===== config.mk =====
export PLATFORM = sky130hd
export DESIGN_NAME = serial_adder
export DESIGN_NICKNAME = d
export VERILOG_FILES = /design/src/rtl/serial_adder.sv
export SDC_FILE = /design/constraint.sdc
export NUM_CORES = 1
export LEC_CHECK = 0
export ABC_AREA = 0
export CORE_MARGIN = 3
export CORE_UTILIZATION = 40
export DETAILED_ROUTE_END_ITERATION = 6
export MAX_ROUTING_LAYER = met4
export PLACE_DENSITY = 0.61
export SYNTH_ARGS = -nofsm -noshare
export SYNTH_HDL_FRONTEND = slang
export SYNTH_SLANG_ARGS = --single-unit

===== constraint.sdc =====
create_clock -name clk -period 2.2 [get_ports clk]
set_input_delay 0.33 -clock clk [delete_from_list [all_inputs] [get_ports clk]]
set_output_delay 0.33 -clock clk [all_outputs]
set_load 0.01 [all_outputs]

===== src/rtl/serial_adder.sv =====
// serial_adder
//   Bit-serial adder: one full-adder cell reused over WIDTH cycles, LSB first,
//   with a registered carry between bit slices.
//
// Ports
//   clk    in   rising-edge clock
//   rst_n  in   asynchronous active-low reset
//   start  in   request, sampled only in IDLE
//   a, b   in   [WIDTH-1:0] operands, captured on the accepting edge
//   ci     in   carry-in, captured on the accepting edge
//   busy   out  high while bits are being processed
//   done   out  one-cycle pulse, s/co just updated
//   s      out  [WIDTH-1:0] sum of the last completed addition
//   co     out  carry-out of the last completed addition
module serial_adder #(
    parameter int WIDTH = 8
) (
    input  logic             clk,
    input  logic             rst_n,
    input  logic             start,
    input  logic [WIDTH-1:0] a,
    input  logic [WIDTH-1:0] b,
    input  logic             ci,
    output logic             busy,
    output logic             done,
    output logic [WIDTH-1:0] s,
    output logic             co
);

    localparam int CW = (WIDTH > 1) ? $clog2(WIDTH) : 1;

    typedef enum logic [1:0] {
        IDLE  = 2'd0,
        SHIFT = 2'd1,
        DONE  = 2'd2
    } state_t;

    state_t           state_q, state_d;
    logic [WIDTH-1:0] a_sr, b_sr;
    logic             carry_q;
    logic [CW-1:0]    cnt_q;
    logic             fa_s, fa_c;
    logic             last_bit;
    logic [WIDTH-1:0] sum_nxt;

    // The single full-adder cell
    assign fa_s     = a_sr[0] ^ b_sr[0] ^ carry_q;
    assign fa_c     = (a_sr[0] & b_sr[0]) | (a_sr[0] & carry_q) | (b_sr[0] & carry_q);
    assign last_bit = (cnt_q == CW'(WIDTH - 1));

    // Next-state logic
    always_comb begin
        state_d = state_q;
        case (state_q)
            IDLE:    if (start) state_d = SHIFT;
            SHIFT:   if (last_bit) state_d = DONE;
            DONE:    state_d = IDLE;
            default: state_d = IDLE;
        endcase
    end

    // State register; busy/done are registered decodes of the next state so
    // no output has a combinational path from anything.
    always_ff @(posedge clk or negedge rst_n) begin
        if (!rst_n) begin
            state_q <= IDLE;
            busy    <= 1'b0;
            done    <= 1'b0;
        end else begin
            state_q <= state_d;
            busy    <= (state_d == SHIFT);
            done    <= (state_d == DONE);
        end
    end

    // Partial-sum shift register. New bits enter at the MSB; the bit that
    // would fall out of the LSB is never needed, so only WIDTH-1 bits are
    // stored and the final sum is {current bit, stored bits}.
    generate
        if (WIDTH == 1) begin : g_sum1
            assign sum_nxt = fa_s;
        end else begin : g_sumn
            logic [WIDTH-2:0] sum_sr;
            always_ff @(posedge clk or negedge rst_n) begin
                if (!rst_n)
                    sum_sr <= '0;
                else if (state_q == IDLE && start)
                    sum_sr <= '0;
                else if (state_q == SHIFT)
                    sum_sr <= sum_nxt[WIDTH-1:1];
            end
            assign sum_nxt = {fa_s, sum_sr};
        end
    endgenerate

    // Operand/carry/counter datapath and result registers
    always_ff @(posedge clk or negedge rst_n) begin
        if (!rst_n) begin
            a_sr    <= '0;
            b_sr    <= '0;
            carry_q <= 1'b0;
            cnt_q   <= '0;
            s       <= '0;
            co      <= 1'b0;
        end else if (state_q == IDLE && start) begin
            a_sr    <= a;
            b_sr    <= b;
            carry_q <= ci;
            cnt_q   <= '0;
        end else if (state_q == SHIFT) begin
            a_sr    <= a_sr >> 1;
            b_sr    <= b_sr >> 1;
            carry_q <= fa_c;
            cnt_q   <= cnt_q + 1'b1;
            // s/co only move on the final bit so they hold the previous
            // result for the whole operation.
            if (last_bit) begin
                s  <= sum_nxt;
                co <= fa_c;
            end
        end
    end

endmodule

After elaboration in Yosys (flattened, before gate mapping)
Cells that the tools add are included.
{ "totals": {"reg_bits": 40, "out_inout_bits": 11, "wordCells": 40} }
{ "op_classes": {"n_addsub": 1, "n_eq_ne": 4, "n_mux": 13, "bitwise_logic": 8, "reduce_logical": 4} }
{ "ops": {"columns": ["op", "count"], "rows": [
  ["8-bit 2-to-1 mux", 4],
  ["7-bit 2-to-1 mux", 2],
  ["3-bit 2-to-1 mux", 2],
  ["2-bit by 1-bit equality test with 1-bit output, second input constant", 2],
  ["2-bit 2-to-1 mux", 2],
  ["2-bit one-hot mux with 2 select lines", 1],
  ["3-bit by 1-bit adder with 3-bit output, second input constant", 1],
  ["1-bit AND", 3],
  ["3-bit equality test, second input constant", 1],
  ["3-bit AND reduction", 1],
  ["2-bit equality test, second input constant", 1],
  ["2-bit zero test", 1],
  ["1-bit 2-to-1 mux", 2],
  ["1-bit bitwise OR", 2],
  ["2-bit nonzero test", 1],
  ["1-bit bitwise XOR", 2],
  ["1-bit logical AND", 1],
  ["1-bit NOT", 1]
]} }

Depth between registers and ports, before layout
{ "logic_depth": {"depth_word": 5, "depth_mapped": 5, "ltp_nobuf": 4} }

Worst setup path before layout
OpenSTA, ideal clock, no wires.
{ "synth_path": {"path_kind": "register to register", "from": "register cnt_q[0]", "to": "register s[1]", "t_arrival_ps": 1337, "path_slack_ps": 737, "stages_incl_launch_ff": 6, "synth_period_minus_slack_ps": 1463, "path_cell_list": "dfrtp_1 ha_1 ha_1 nand3b_1 buf_4 mux2_4"} }
{ "synth_via": {"elab_chain_cells": 2} }
{ "synth_lines": {"columns": ["item", "line_no", "rtl"], "rows": [
  ["start: declaration", "41", "logic [CW-1:0] cnt_q;"],
  ["start signal: assignment", "114", "cnt_q <= cnt_q + 1'b1;"],
  ["3-bit equality test", "49", "assign last_bit = (cnt_q == CW'(WIDTH - 1));"],
  ["3-bit AND reduction (no source line)", null, null],
  ["end signal: assignment", "118", "s <= sum_nxt;"],
  ["end: declaration", "26", "output logic [WIDTH-1:0] s,"]
]} }
No other way between the ends.
A chain may end at the register's enable or synchronous reset.

Worst setup path in the final report
{ "layout_path": {"from": "register cnt_q[0]", "to": "register s[0]"} }
The elaborated chain is that of the path after synthesis.

==> impl_summary.log <==
[metrics] Yosys top cell by area: sky130_fd_sc_hd__dfrtp_1
[metrics] total instance count after detailed placement: 220
[metrics] most prevalent standard cell on the critical path: sky130_fd_sc_hd__ha_1
[metrics] worst hold path type: primary input to asynchronous set/reset pin
[metrics] per-instance average area after synthesis: 13.6 um2
[metrics] most frequently used flop master after synthesis: sky130_fd_sc_hd__dfrtp_1
[metrics] count of distinct cell types in the synthesized netlist: 30
[metrics] synthesized flop and latch total: 40
[metrics] post-layout instance count excluding filler cells: 228
[metrics] maximum achievable frequency: 598 MHz
[metrics] synth top area cells: sky130_fd_sc_hd__dfrtp_1, sky130_fd_sc_hd__a211oi_2, sky130_fd_sc_hd__mux2_4
[metrics] number of enable flip-flop cells after synthesis: 0
[metrics] required time worst endpoint: 2.38 ns
[metrics] DRC viols: 0
[metrics] I/O Pins: 31
[metrics] RSZ-0062 raised after global routing: no
[metrics] diode count: 0
[metrics] placed wire-length estimate: 2.50 mm
[metrics] accumulated negative setup slack: 0 ns
[metrics] critical path, cell by cell: ha_1, ha_1, nand3b_1, mux2_1
[metrics] overall routed net length: 3.58 mm
[metrics] Final Critical Period: 1.67 ns
[metrics] number of routed nets with antenna violations: 0
[metrics] Clock Skews: 0.00201 ns
[metrics] DIE AREA: 5680 um2
[metrics] routability congestion estimate: 0.746
[metrics] share of the yosys chip area belonging to registers: 0.520
[metrics] layout cells sized above 1: 0.239
[metrics] initial antenna violation count: 0
[metrics] Die Y: 75.4 um
[metrics] Clock Latency Late Sink: 0.30 ns
[metrics] arrival time at the worst endpoint: 1.85 ns
[metrics] post-route core utilization: 0.521
[metrics] Port-buffer cells: 30
[metrics] net switching fraction of the power: 0.336
[metrics] top fanout value on the critical path: 8
[metrics] die extent in x: 75.4 um
[metrics] part of the total power dissipated in combinational logic: 0.424
[metrics] global route overflow: 0
[metrics] syn nets: 165
[metrics] area of combinational cells with multiple inputs: 773 um2
[metrics] DR iter-0 viols: 34
[metrics] starting density of the core: 0.428
[metrics] synth-to-layout area growth: 22.0%
[metrics] startpoint type of the worst setup path: flip-flop
[metrics] register area: 1000 um2
[metrics] worst-case clock buffer depth: 2
[metrics] Final #Nets: 198
[metrics] Synth top cells by count: sky130_fd_sc_hd__dfrtp_1, sky130_fd_sc_hd__inv_1, sky130_fd_sc_hd__a211oi_2, sky130_fd_sc_hd__nor3b_1, sky130_fd_sc_hd__nor4b_1
[metrics] filler cell count: 389
[metrics] Reg power frac: 0.407
[metrics] tightest slew margin relative to the limit: 0.422
[metrics] measured slew at the worst slew-check pin: 0.867 ns
[metrics] Post-Synthesis Cells: 142
[metrics] Setup crit end kind: flip-flop
[metrics] cell with the most instances after synthesis: sky130_fd_sc_hd__dfrtp_1
[metrics] Cell Pwr Density: 1320 nW/um2
[metrics] GRT Total Usage: 0.150
[metrics] slowest CP cell: sky130_fd_sc_hd__dfrtp_1
[metrics] vias in the first global route: 1,342
[metrics] synthesized cell area: 1930 um2
[metrics] internal power: 2.05 mW
[metrics] Final Total Pwr: 3.09 mW
[metrics] number of endpoints failing setup at the final stage: 0
[metrics] fraction of synthesis flops using an asynchronous set or reset pin: 1.00
[metrics] standard-cell row count: 24
[metrics] share of the synthesized area in the top cell type: 0.520
[metrics] placed instance area: 2250 um2
[metrics] Via density: 5.41
[metrics] post-cts sizing count: 0
[metrics] delay contributed by the slowest stage of the critical path: 0.40 ns
[metrics] # H-tree levels: 2
[metrics] sinks on the clock net: 40
[metrics] core region area: 4500 um2
[metrics] Syn. warnings: 0
[metrics] max capacitance violation total: 0
[metrics] critical path start-end classification: flip-flop to flip-flop
[metrics] CTS clk-pin slew, worst paths: 0.08 ns
[metrics] Post-CTS Hold Buffers: 0
[metrics] wire length of the first global-routing pass: 6.21 mm
[metrics] buffer type at the clock tree root: sky130_fd_sc_hd__clkbuf_8
[metrics] TritonCTS buffer count: 5
[metrics] count of vias placed by the detailed router: 1,234
[metrics] DR pass1 iterations: 4
[metrics] Slew Viols, Final: 0
[metrics] pin count of the biggest net entering global routing: 41
[metrics] number of post-CTS setup repair buffers: 0
[metrics] result of the run: finished clean
[metrics] share of the cycle needed by the critical path after routing: 0.760
[metrics] Clk network pwr share: 0.170
[metrics] final routed wire length divided by cell count: 15.7 um
[metrics] final hold violation count: 0
[metrics] switching power total: 1.04 mW
[metrics] TritonCTS clock tree: yes
[metrics] leakage power figure: 1.06 nW
[metrics] maximum VDD drop: 0.000446 V
[metrics] final instance area: 2350 um2
[per-stage QoR]
step | hold slack (ns) | setup WS [ns]
finish | 0.142 | 0.527
global route | 0.212 | 0.411
CTS | 0.178 | 0.509
detailed placement | 0.478 | 0.350
global placement | 0.467 | 0.408
floorplan | 0.0344 | 0.737
[power by group through the flow]
| stage | registers [mW] | logic (mW) | clock network (mW) |
|---|---|---|---|
| CTS | 1.26 | 1.33 | 0.541 |
| floorplan | 1.28 | 0.919 | 0 |
| global route | 1.30 | 1.47 | 0.576 |
| detailed placement | 1.27 | 1.33 | 0 |
| finish | 1.26 | 1.31 | 0.524 |
| global placement | 1.26 | 1.29 | 0 |
[critical path, delay by kind of cell (launching register included)]
family	cells	cell delay [ns]
fa+ha+maj	2	0.40
flops	1	0.40
simple gates	1	0.39
mux	1	0.38
[routing by layer]
metal  up-vias  track usage  wire length [um]
li1        587            -                 -
met1       613        0.179              1600
met2        27        0.238              1780
met3         7       0.0396               134
met4         0       0.0699                67
met5         -            -                 0
[cell usage in the layout, fill, tap and decap left out, types with 4 or more instances in the layout]
master / synthesis / layout
sky130_fd_sc_hd__clkdlybuf4s50_1: 0 / 29
sky130_fd_sc_hd__clkbuf_8: 0 / 6
sky130_fd_sc_hd__buf_4: 4 / 8
sky130_fd_sc_hd__nor4b_1: 9 / 9
sky130_fd_sc_hd__a211oi_2: 9 / 9
sky130_fd_sc_hd__inv_1: 15 / 15
sky130_fd_sc_hd__mux2_4: 6 / 6
sky130_fd_sc_hd__o221a_2: 4 / 4
sky130_fd_sc_hd__nor3b_1: 9 / 9
sky130_fd_sc_hd__dfrtp_1: 40 / 40
sky130_fd_sc_hd__a22o_1: 8 / 8
sky130_fd_sc_hd__or4b_1: 4 / 4
[cell type report]
class	instances	area share
Sequential cell	40	0.426
Timing Repair Buffer	38	0.151
Clock buffer	6	0.0352
Inverter	15	0.0240
Multi-Input combinational cell	75	0.329
Clock inverter	2	0.00639
Tap cell	52	0.0277
[logic make-up after synthesis]
| logic type | share of synthesized area |
|---|---|
| simple gates | 0.146 |
| flops | 0.520 |
| compound gates | 0.164 |
| buf+inv | 0.0786 |
| fa+ha+maj | 0.0234 |
| mux | 0.0682 |
[path summary, 6_finish.rpt]
kind | start | end | slack, ns | depth (start not counted)
min in group clk | cnt_q[0] | cnt_q[0] | 0.48 | 1
worst max register to register | cnt_q[0] | s[0] | 0.53 | 4
worst min register to register | cnt_q[0] | cnt_q[0] | 0.48 | 1
worst max-delay path | cnt_q[0] | s[0] | 0.53 | 4
worst min-delay path | rst_n | s[0] | 0.14 | 1
max in group asynchronous | rst_n | a_sr[1] | 1.52 | 1
[state kept, by name (all words and copies together), names as in the netlist]
name,cells
state_q,2
a_sr,8
cnt_q,3
done,1
s,8
busy,1
b_sr,8
g_sumn.sum_sr,7
co,1
carry_q,1
Note: power is estimated with default switching activity, not from simulation.
